<file path="config.mk">
export PLATFORM = sky130hd
export DESIGN_NAME = stack_mover_flat
export DESIGN_NICKNAME = d
export VERILOG_FILES = /design/src/rtl/stack_mover_if.sv /design/src/rtl/stack_mover.sv /design/src/flat_wrapper.sv
export SDC_FILE = /design/constraint.sdc
export NUM_CORES = 1
export LEC_CHECK = 0
export CORE_UTILIZATION = 44
export CTS_CLUSTER_DIAMETER = 40
export DETAILED_ROUTE_END_ITERATION = 7
export GPL_TIMING_DRIVEN = 0
export PLACE_DENSITY = 0.74
export REMOVE_ABC_BUFFERS = 1
export SYNTH_ARGS = -nofsm -noshare
export SYNTH_HDL_FRONTEND = slang
export SYNTH_SLANG_ARGS = --single-unit
</file>
<file path="constraint.sdc">
create_clock -name clk -period 2.2 [get_ports clk]
set_clock_uncertainty 0.1 [all_clocks]
set_input_delay 0.44 -clock clk [delete_from_list [all_inputs] [get_ports clk]]
set_output_delay 0.44 -clock clk [all_outputs]
set_load 0.1 [all_outputs]
</file>
<file path="src/rtl/stack_mover_if.sv">
// Shared dual-stack push/pop bus: the initiator drives select/strobes/data,
// the stacks return OR-ed read data and their registered flags.
interface stack_bus_if #(
    parameter int WIDTH = 8
);
    logic             stack_select;
    logic             push;
    logic             pop;
    logic [WIDTH-1:0] data_to_stack;
    logic [WIDTH-1:0] data_from_stack;
    logic             empty0;
    logic             full0;
    logic             empty1;
    logic             full1;

    modport master (
        output stack_select, push, pop, data_to_stack,
        input  data_from_stack, empty0, full0, empty1, full1
    );

    modport slave (
        input  stack_select, push, pop, data_to_stack,
        output data_from_stack, empty0, full0, empty1, full1
    );
endinterface

</file>
<file path="src/rtl/stack_mover.sv">
// Moves words one at a time from the top of one stack to the top of the other,
// stopping on count, source empty, destination full or abort.
module stack_mover #(
    parameter int WIDTH       = 8,
    parameter int CNT_BITS    = 8,
    parameter bit IDLE_SELECT = 1'b0
) (
    input  logic                clk,
    input  logic                rst_n,
    input  logic                start,
    input  logic                dir,
    input  logic [CNT_BITS-1:0] count,
    input  logic                abort,
    output logic                busy,
    output logic                done,
    output logic [1:0]          status,
    output logic [CNT_BITS-1:0] moved,
    stack_bus_if.master         bus
);
    typedef enum logic [2:0] {
        IDLE  = 3'd0,
        PREP  = 3'd1,
        READ  = 3'd2,
        WRITE = 3'd3,
        DONE  = 3'd4
    } state_t;

    localparam logic [1:0] ST_COUNT = 2'b00;
    localparam logic [1:0] ST_EMPTY = 2'b01;
    localparam logic [1:0] ST_FULL  = 2'b10;
    localparam logic [1:0] ST_ABORT = 2'b11;

    state_t              state, state_nx;
    logic                dir_q;
    logic [CNT_BITS-1:0] count_q;
    logic [WIDTH-1:0]    word;
    logic                abort_q;
    logic [1:0]          status_nx;
    logic                src_empty, dst_full;
    logic                accept;
    logic                dir_nx;

    assign accept    = (state == IDLE) && start;
    assign dir_nx    = accept ? dir : dir_q;
    assign src_empty = dir_q ? bus.empty1 : bus.empty0;
    assign dst_full  = dir_q ? bus.full0  : bus.full1;

    // Registered word doubles as the push data bus
    assign bus.data_to_stack = word;

    always_ff @(posedge clk) begin
        if (!rst_n) state <= IDLE;
        else        state <= state_nx;
    end

    always_comb begin
        state_nx  = state;
        status_nx = status;
        case (state)
            IDLE:  if (start) state_nx = PREP;
            PREP: begin
                if (abort || abort_q) begin
                    state_nx  = DONE;
                    status_nx = ST_ABORT;
                end else if ((count_q != '0) && (moved == count_q)) begin
                    state_nx  = DONE;
                    status_nx = ST_COUNT;
                end else if (src_empty) begin
                    state_nx  = DONE;
                    status_nx = ST_EMPTY;
                end else if (dst_full) begin
                    state_nx  = DONE;
                    status_nx = ST_FULL;
                end else begin
                    state_nx  = READ;
                end
            end
            READ:    state_nx = WRITE;
            WRITE:   state_nx = PREP;
            DONE:    state_nx = IDLE;
            default: state_nx = IDLE;
        endcase
    end

    // Bus and status outputs are registered from the next-state decode so they
    // line up with the state they describe.
    always_ff @(posedge clk) begin
        if (!rst_n) begin
            busy             <= 1'b0;
            done             <= 1'b0;
            status           <= ST_COUNT;
            moved            <= '0;
            bus.stack_select <= IDLE_SELECT;
            bus.push         <= 1'b0;
            bus.pop          <= 1'b0;
            dir_q            <= 1'b0;
            count_q          <= '0;
            word             <= '0;
            abort_q          <= 1'b0;
        end else begin
            busy     <= (state_nx == PREP) || (state_nx == READ) || (state_nx == WRITE);
            done     <= (state_nx == DONE);
            bus.pop  <= (state_nx == READ);
            bus.push <= (state_nx == WRITE);
            status   <= status_nx;

            case (state_nx)
                PREP, READ: bus.stack_select <= dir_nx;
                WRITE:      bus.stack_select <= ~dir_nx;
                default:    bus.stack_select <= IDLE_SELECT;
            endcase

            if (accept) begin
                dir_q   <= dir;
                count_q <= count;
                moved   <= '0;
            end

            if (state == READ)  word  <= bus.data_from_stack;
            if (state == WRITE) moved <= moved + 1'b1;

            // Abort raised while a word is in flight is held for the next PREP
            if (state == PREP)
                abort_q <= 1'b0;
            else if (((state == READ) || (state == WRITE)) && abort)
                abort_q <= 1'b1;
        end
    end
endmodule

</file>
<file path="src/flat_wrapper.sv">
// flat-port wrapper written by rule: the top's interface ports become plain ports
module stack_mover_flat 
#(
    parameter int WIDTH       = 8,
    parameter int CNT_BITS    = 8,
    parameter bit IDLE_SELECT = 1'b0
)
  (clk, rst_n, start, dir, count, abort, busy, done, status, moved, bus_stack_select, bus_push, bus_pop, bus_data_to_stack, bus_data_from_stack, bus_empty0, bus_full0, bus_empty1, bus_full1);
  stack_bus_if #(.WIDTH(WIDTH)) bus_i ();
  input  logic clk;
  input  logic rst_n;
  input  logic start;
  input  logic dir;
  input  logic [CNT_BITS-1:0] count;
  input  logic abort;
  output logic busy;
  output logic done;
  output logic [1:0] status;
  output logic [CNT_BITS-1:0] moved;
  output wire logic [$bits(bus_i.stack_select)-1:0] bus_stack_select;
  output wire logic [$bits(bus_i.push)-1:0] bus_push;
  output wire logic [$bits(bus_i.pop)-1:0] bus_pop;
  output wire logic [$bits(bus_i.data_to_stack)-1:0] bus_data_to_stack;
  input wire logic [$bits(bus_i.data_from_stack)-1:0] bus_data_from_stack;
  input wire logic [$bits(bus_i.empty0)-1:0] bus_empty0;
  input wire logic [$bits(bus_i.full0)-1:0] bus_full0;
  input wire logic [$bits(bus_i.empty1)-1:0] bus_empty1;
  input wire logic [$bits(bus_i.full1)-1:0] bus_full1;
  assign bus_stack_select = bus_i.stack_select;
  assign bus_push = bus_i.push;
  assign bus_pop = bus_i.pop;
  assign bus_data_to_stack = bus_i.data_to_stack;
  assign bus_i.data_from_stack = bus_data_from_stack;
  assign bus_i.empty0 = bus_empty0;
  assign bus_i.full0 = bus_full0;
  assign bus_i.empty1 = bus_empty1;
  assign bus_i.full1 = bus_full1;
  stack_mover #(.WIDTH(WIDTH), .CNT_BITS(CNT_BITS), .IDLE_SELECT(IDLE_SELECT)) u_core (.clk(clk), .rst_n(rst_n), .start(start), .dir(dir), .count(count), .abort(abort), .busy(busy), .done(done), .status(status), .moved(moved), .bus(bus_i));
endmodule
</file>
==> results.md <==
* Result of the run: finished clean
* Global-route wire length before repair at 6.32 mm
* Net switching fraction of the power at 26.5%
* Worst path required time at 1660 ps
* Longest individual stage delay on the worst path at approximately 900 ps
* Core footprint at ~0.0034 mm^2
* Cells resized by post-CTS repair at 23
* Adder-cell area share of the yosys netlist at less than 1%
* Dominant combinational cell family by area after synthesis: simple AND/OR/NAND/NOR gates
* Number of synthesized flops with an enable pin at 0
* Final clock period utilization by the worst path at 98.0%
* Final global-route overflow total at 0
* Worst min-delay path class: reg2reg
* Site row count at 21
* Startpoint class of the critical path: register
* Sum of negative setup slack at 0 ps
* Htree depth at 2
* Register share of total power at 46.4%
* Max Fanout on Critical Path at 6
* Fraction of the mapped netlist area in simple logic gates at 24.3%
* Synthesized netlist cell count at between 150 and 200
* Post-synthesis area per instance at 9.04 um^2
* Vias in the first global route at between 1000 and 1500
* Violation count after the first detailed-routing iteration at between 90 and 100
* Highest ir drop seen on vdd at about 520 uV
* Headroom to the max-slew limit at 35.1%
* Total GRT Usage at around a fifth
* Clock-pin slew on the worst setup and hold paths at 80 ps
* Area of all placed cells without fillers at 0.00219 mm^2
* Area after DPL at ~0.0021 mm^2
* Largest delay share family, worst path: buffers and inverters
* Vias per cell at 5.21
* Area added between synthesis and finish at 34.5%
* MaxCap Viol Count at 0
* Pins over their slew limit at 0
* TritonCTS buffer count at 5
* Post-Synth XOR/XNOR Area at under 10%
* Relative contribution of the clock network to total power at between 30% and 40%
* Final critical delay including setup and external delays at 2160 ps
* Synth Cell Area at 0.00163 mm^2
* Classification of the worst setup path: reg2out
* Maximum number of pins on one net before global-route repair at 33
* # clock sinks at 36
* Filler Cell Count at 297
* Crit. End Element: primary output
* Part of the power in combinational logic at 15.1%
* Area fraction in compound gates after synthesis at ~14%
* Latest clock arrival within the worst-skew pair at 290 ps
* Die Wd at 62.8 um
* Total chip power at 1.50 mW
* Vert. Die Dim at 62.8 um
* Number of failing setup endpoints in the final timing report at 0
* Top cell type by total area after synthesis: sky130_fd_sc_hd__dfxtp_1
* Number of buffers and inverters on the critical path at 1
* Share of the synthesized area in the top cell type at between 40% and 50%
* Drt drc at 0
* Transition time at the pin with the least slew margin at roughly 980 ps
* Port Buf Inserts at 47
* N_diodes at 0
* Top Ports at 48
* Setup fix buffers added after clock tree synthesis at 0
* Final weighted congestion in routability-driven placement at 0.765
* Hold-fix buffers, CTS at 0
* Maximum clock insertion buffer count at 2
* FF+latch count, synth at 36
* Internal power of the cells at 1.10 mW
* Ranking of synthesized cells by area: sky130_fd_sc_hd__dfxtp_1, sky130_fd_sc_hd__mux2i_1, sky130_fd_sc_hd__a21boi_0
* Number of detailed-routing iterations run before antenna repair at 4
* Lkg Pwr at 0.952 nW
* Async set or reset register ratio after synthesis at 0%
* Final-report hold violation count at 0
* Area enclosed by the die boundary at 0.00394 mm^2
* Fraction of layout cells with a size suffix above 1 at 7.08%
* CTS tree: built
* Ordered cell list for the critical path: dlygate4sd2_1
* Unrepaired setup endpoints after global routing: false
* Distinct cell type count after synthesis at 36
* Multiplexer area fraction after synthesis at 8.08%
* Max Fclk at between 400 and 500 MHz
* Detailed placement HPWL at 2.74 mm
* Reported net switching power at 0.398 mW
* Cell area power density at between 600 and 700 mW/mm^2
* Final nets at 251
* Hold Slack at 357 ps
* Synth Flop Type: sky130_fd_sc_hd__dfxtp_1
* Arrival time worst endpoint at 1620 ps
* DR WL/cell at 13.8 um
* Seq/Total Area, Yosys at 44.3%
* Final routed wirelength across all metal layers at 3.76 mm
* Slowest stage cell on the critical path: sky130_fd_sc_hd__dlygate4sd2_1
* Antenna violations before repair at 0
* Count of nets left with antenna violations after detail routing at 0
* Root buf cell: sky130_fd_sc_hd__clkbuf_8
* Warnings from Yosys at 0
* Total number of vias at 1418
* Initial core utilization at 47.3%
==> power by group through the flow <==
stage               clock (mW)  combinational, mW  sequential [mW]
floorplan                    0             0.0871            0.763
global placement             0              0.226            0.708
detailed placement           0              0.232            0.711
CTS                      0.586              0.228            0.695
global route             0.619              0.243            0.698
finish                   0.576              0.226            0.696
==> final timing paths <==
| kind | from | endpoint | slack (ps) | cells past startpoint |
|---|---|---|---|---|
| setup / recovery | u_core.moved[4] | moved[4] | 40 | 1 |
| hold / removal | u_core.status[0] | u_core.status[0] | 360 | 2 |
| setup reg to reg | u_core.state[2] | u_core.moved[3] | 380 | 5 |
| hold reg to reg | u_core.status[0] | u_core.status[0] | 360 | 2 |
==> sequential cells by signal (all words and copies together), names as in the netlist, 2 cells and up <==
| name | count |
|---|---|
| u_core.bus.data_to_stack | 8 |
| u_core.count_q | 8 |
| u_core.moved | 8 |
| u_core.state | 3 |
| u_core.status | 2 |
==> logic make-up after synthesis <==
| family | count (synthesis) |
|---|---|
| buffers and inverters | 11 |
| flip-flops | 36 |
| XOR/XNOR | 9 |
| adder cells (fa/ha/maj) | 1 |
| AND/OR/NAND/NOR | 75 |
| AO/OA/AOI/OAI | 35 |
| multiplexers | 13 |
==> per-stage QoR <==
stage	utilization [%]	setup WS, ps	instances
finish	63.5	42.9	272
global route	63.5	1.42	272
floorplan	-	-40.6	171
global placement	61.1	-170	264
CTS	63.5	18.5	272
detailed placement	61.1	-190	264
==> cell usage in the layout (no fill, tap or decap), drive strengths merged, types with 3 or more instances in the layout <==
cell type      synthesis  layout
nand3                  9       9
a21boi                13      13
dlygate4sd2            0      20
o21ai                  8       8
clkbuf                 5       6
nor3                   3       3
mux2i                 12      12
nor2b                 12      12
a21oi                  5       5
and2                   5       5
nor4                   3       3
xor2                   8       8
nor2                   7       7
nand2                 27      27
and3                   3       3
dfxtp                 36      36
clkdlybuf4s50          0      23
==> Yosys cell counts (3+ instances only) <==
cell type	number
sky130_fd_sc_hd__dfxtp_1	36
sky130_fd_sc_hd__nand2_1	26
sky130_fd_sc_hd__a21boi_0	13
sky130_fd_sc_hd__mux2i_1	12
sky130_fd_sc_hd__nor2b_1	12
sky130_fd_sc_hd__nand3_1	9
sky130_fd_sc_hd__o21ai_0	8
sky130_fd_sc_hd__xor2_1	8
sky130_fd_sc_hd__nor2_1	7
sky130_fd_sc_hd__a21oi_1	5
sky130_fd_sc_hd__and2_1	5
sky130_fd_sc_hd__clkbuf_1	5
sky130_fd_sc_hd__and3_1	3
sky130_fd_sc_hd__nor4_1	3
==> per-layer routing <==
metal  GRT usage (%)  up-vias  routed length (um)
met5               0        -                   0
met4            11.0        0                  85
met3            4.56        8                 107
met2            37.1       32                1950
met1            22.2      665                1630
li1                -      713                   -
==> final cells by class <==
type | instances | area [um^2] | share of cell area, %
clock buffer | 5 | 68.8 | 3.15
clock inverter | 3 | 42.5 | 1.95
inverter | 2 | 7.51 | 0.343
multi-input combinational | 133 | 847 | 38.7
sequential | 36 | 721 | 33.0
tap | 46 | 57.6 | 2.63
timing repair buffer | 47 | 443 | 20.3
No activity file was read; power rests on OpenSTA's default activity.
==> edit 1 (same flow settings) <==
`WIDTH` is set to 8 in 3 places; all go to 10.
--- a/src/rtl/stack_mover_if.sv
+++ b/src/rtl/stack_mover_if.sv
@@ -3,3 +3,3 @@
 interface stack_bus_if #(
-    parameter int WIDTH = 8
+    parameter int WIDTH = 10
 );
--- a/src/rtl/stack_mover.sv
+++ b/src/rtl/stack_mover.sv
@@ -3,3 +3,3 @@
 module stack_mover #(
-    parameter int WIDTH       = 8,
+    parameter int WIDTH       = 10,
     parameter int CNT_BITS    = 8,
--- a/src/flat_wrapper.sv
+++ b/src/flat_wrapper.sv
@@ -3,3 +3,3 @@
 #(
-    parameter int WIDTH       = 8,
+    parameter int WIDTH       = 10,
     parameter int CNT_BITS    = 8,
Ports: changed (resized bus_data_from_stack and bus_data_to_stack); port bits go from 48 to 52. No check against the original RTL was run, so the function may have changed too.
==> edit 1 against the unedited design <==
- design area increased by 2.8%
- highest routed layer unchanged
- sequential cell count increased by 2
- worst setup slack better by 11 ps
- largest power group unchanged
- sequential power grew 5.0%
- wire length decreased by 7.4%
- area after synthesis increased by 2.6%
- via count grew 0.28%
- power decreased by 6.3%
- critical path depth unchanged
==> edit 1: results (changes against the unedited design) <==
- The wire length on met2 was 1.739 mm (-11%).
- The commonest cells after synthesis are 38 x sky130_fd_sc_hd__dfxtp_1, 27 x sky130_fd_sc_hd__nand2_1, 14 x sky130_fd_sc_hd__mux2i_1, 14 x sky130_fd_sc_hd__nor2b_1, 12 x sky130_fd_sc_hd__a21boi_0.
- The detailed router's first-iteration violation count is 53 (-42%).
- The fraction of the mapped netlist area in adder cells is 0.007496 (-0.0001961).
- The total routed wire length on the met1 layer came to 1.485 mm (-8.7%).
- The detailed placer's ending HPWL is 2.575 mm (-6.1%).
- The compound-cell area share of the yosys netlist came to 0.1177 (-0.02308).
- The routed wire length is 3.484 mm (-7.4%).
- The via count of the first global-routing pass came to 1,330 (-4.5%).
- The number of filler instances in the final layout was 323 (+8.8%).
- The largest net degree at the start of global routing is 35 (+6.1%).
- The via count normalized by instance count came to 5.134 (-1.5%).
- The global routing met3 resource utilization is 0.06522 (+0.01960).
- The routing usage on met1 was 0.2069 (-0.01541).
- The tightest slew margin relative to the limit is 0.3575 (+0.006195).
- The run finished with clean final reports.
- The global-route usage over all layers came to 0.1873 (-0.01885).
- The global-route wire length before repair is 5.823 mm (-7.9%).
- Sorting the synthesized cells by area gives the leading types as sky130_fd_sc_hd__dfxtp_1 46%, sky130_fd_sc_hd__mux2i_1 8.4%, sky130_fd_sc_hd__nand2_1 6.1%.
- The power density relative to cell area is 624.0 mW/mm2 (-8.9%).
- The number of nets in the layout came to 257 (+2.4%).
- The area share of the largest cell type after synthesis was 0.4558 (+0.01270).
- The multiplexer share of the synthesized area is 0.09295 (+0.01218).
- The share of the yosys chip area belonging to registers is 0.4558 (+0.01270).
- The worst IR drop on VDD was 0.4235 mV (-18%).
- The placement-stage worst setup slack is -258.2 ps (-68.49 ps).
## edit 1: logic make-up after synthesis
| kind of cell | after synthesis |
|---|---|
| AO/OA/AOI/OAI | 30 |
| XOR/XNOR | 9 |
| adder cells (fa/ha/maj) | 1 |
| buffers and inverters | 11 |
| flip-flops | 38 |
| multiplexers | 15 |
| AND/OR/NAND/NOR | 75 |
## edit 1: final cells by class
class,count,area [um2],share of cell area
repair buffers,51,479.2,0.2131
multi-input cells,130,860.8,0.3829
clock buffers,7,76.32,0.03395
well taps,48,60.06,0.02671
flip-flops and latches,38,760.7,0.3383
inverters,3,11.26,0.005008
## edit 1: final timing paths
check,start,end,slack (ps)
max,u_core.moved[1],moved[1],50
min,u_core.status[1],u_core.status[1],370
max reg2reg,u_core.moved[3],u_core.status[0],450
min reg2reg,u_core.status[1],u_core.status[1],370
## edit 1: repair_timing
action,in CTS,in global routing
endpoints found under the setup margin,25,8
gates resized for setup,25,4
cloned,0,0
pin swaps,0,0
endpoints found under the hold margin,0,0
==> edit 2 (same settings) <==
Without the edit above. The 5 states of `state_t` get a one-hot encoding in 5 bits.
--- a/src/rtl/stack_mover.sv
+++ b/src/rtl/stack_mover.sv
@@ -19,8 +19,8 @@
 );
-    typedef enum logic [2:0] {
-        IDLE  = 3'd0,
-        PREP  = 3'd1,
-        READ  = 3'd2,
-        WRITE = 3'd3,
-        DONE  = 3'd4
+    typedef enum logic [4:0] {
+        IDLE  = 5'b00001,
+        PREP  = 5'b00010,
+        READ  = 5'b00100,
+        WRITE = 5'b01000,
+        DONE  = 5'b10000
     } state_t;
Behaviour: same outputs for any inputs over 10 cycles, from zero or initial values and one cycle with rst_n low; not proved beyond that.
==> edit 2 against the unedited design <==
- area after synthesis hardly changed
- die area hardly changed
- sequential cell count is 2 higher
- power is 8.6% lower
- wire length is 3.1% lower
- highest routed layer unchanged
- critical path type unchanged
- worst setup slack worse by 3.1 ps
- design area is 1.1% lower
- count of clock-buffer cells in the layout is 1 higher
==> edit 2: results (changes against the unedited design) <==
- The worst hold path startpoint is u_core.bus.data_to_stack[7].
- The routed wire length is 3.648 mm (-3.1%).
- The flow ran to the end, and the final reports show no timing, DRC or antenna violations.
- The endpoint of the worst-slack reg-to-reg timing path is u_core.moved[5].
- The placement-stage worst setup slack was -234.8 ps (-45.07 ps).
- The quantity of gates resized following cts came to 26 (+13%).
- The leakage power came to 0.9331 nW (-2.0%).
- The routing usage on met1 is 0.2342 (+0.01182).
- The met2 routing resource usage after global routing is 0.3451 (-0.02582).
- The number of cells traversed by the worst register-to-register path was 5 (unchanged).
- The share of the yosys chip area belonging to registers was 0.4673 (+0.02426).
- The global routing met3 resource utilization is 0.05839 (+0.01277).
- The beginning of the worst register-to-register path is u_core.state[4].
- The clock root buffer master is sky130_fd_sc_hd__clkbuf_8.
- The global-route wire length before repair was 6.292 mm (-0.44%).
- The global placement routability congestion came to 0.8013 (+4.8%).
- The global-route usage over all layers is 0.2067 (+0.0005465).
- The detailed router's first-iteration violation count is 61 (-33%).
- The highest net fanout along the worst path is 5 (-1).
- The area share of the largest cell type after synthesis was 0.4673 (+0.02426).
- The core occupancy in the finished layout is 0.6285 (-0.006906).
- The number of nets in the layout is 253 (+0.80%).
- The via count of the first global-routing pass came to 1,411 (+1.3%).
- The worst IR drop on VDD is 0.3166 mV (-39%).
- The wire length per cell after detailed routing is 13.41 um (-3.1%).
- The wire length on met2 is 1.830 mm (-5.9%).
- The detailed placer's ending HPWL is 2.620 mm (-4.5%).
- The endpoint with the worst hold slack is u_core.bus.data_to_stack[7].
- The reg2reg setup slack is 180 ps (-200 ps).
- The share of final-layout standard cells stronger than drive strength 1 came to 0.1062 (+0.03540).
- Sorting the synthesized cells by how often they occur yields 38 x sky130_fd_sc_hd__dfxtp_1, 26 x sky130_fd_sc_hd__nand2_1, 21 x sky130_fd_sc_hd__nor2_1.
- The total length of routed met3 wires is 215 um (+100%).
- The largest net degree at the start of global routing is 25 (-24%).
- By area the synthesized netlist is led by sky130_fd_sc_hd__dfxtp_1 47%, sky130_fd_sc_hd__nand2_1 6.0%, sky130_fd_sc_hd__xnor2_1 5.9%.
- The via count normalized by instance count is 5.195 (-0.35%).
- The number of cells on the worst hold path is 2 (unchanged).
- The worst hold margin is 349.8 ps (-7.343 ps).
- The cell count after placement is 266 (+0.76%).
-- edit 2: changes by cell type after synthesis, sizes merged, moves of 3 or more --
cell    delta
nor2      +15
a21boi    -13
a21oi     +11
nor2b     -11
xnor2     +10
xor2       -8
and2       -4
nor3       +4
buf        -3
mux2i      -3
nand3      -3
nor3b      +3
-- edit 2: how the worst max path moves through the flow --
stage	startpoint	endpoint	slack, ps
final	u_core.moved[5]	moved[5]	40
after global routing	u_core.moved[6]	moved[6]	0.8
after CTS	u_core.moved[4]	moved[4]	10
after detailed placement	start	u_core.bus.stack_select	-230
after global placement	start	u_core.bus.stack_select	-180
after floorplan	u_core.moved[4]	u_core.bus.stack_select	-50
-- edit 2: cell type report --
class | count | area (um2)
timing repair buffer | 47 | 429.2
multi-input combinational | 132 | 822.0
tap | 46 | 57.56
inverter | 3 | 11.26
clock buffer | 6 | 82.58
sequential | 38 | 760.7
fill | 321 | 1279
-- edit 2: worst register-to-register path, delay by kind of cell, from the launching register on --
family,cells,cell delay [ps]
compound gates,3,580
simple gates,2,870
flops,1,320
-- edit 2: logic make-up after synthesis --
| family | Yosys count | share of synthesized area |
|---|---|---|
| xor gates and xnor gates | 11 | 0.05918 |
| adders and majority gates | 1 | 0.007685 |
| and+or+nand+nor | 78 | 0.2498 |
| DFF | 38 | 0.4673 |
| buffers and inverters | 10 | 0.02767 |
| muxes | 11 | 0.06918 |
| AOI/OAI and AO/OA | 31 | 0.1191 |
-- edit 2: report_power, final --
part	switching [W]	total, W	leakage, nW	internal [W]
registers	0.0000154	0.000722	0.308	0.000707
clock network	0.000216	0.000458	0.0431	0.000241
logic	0.000100	0.000190	0.582	0.0000897
total	0.000332	0.00137	0.933	0.00104
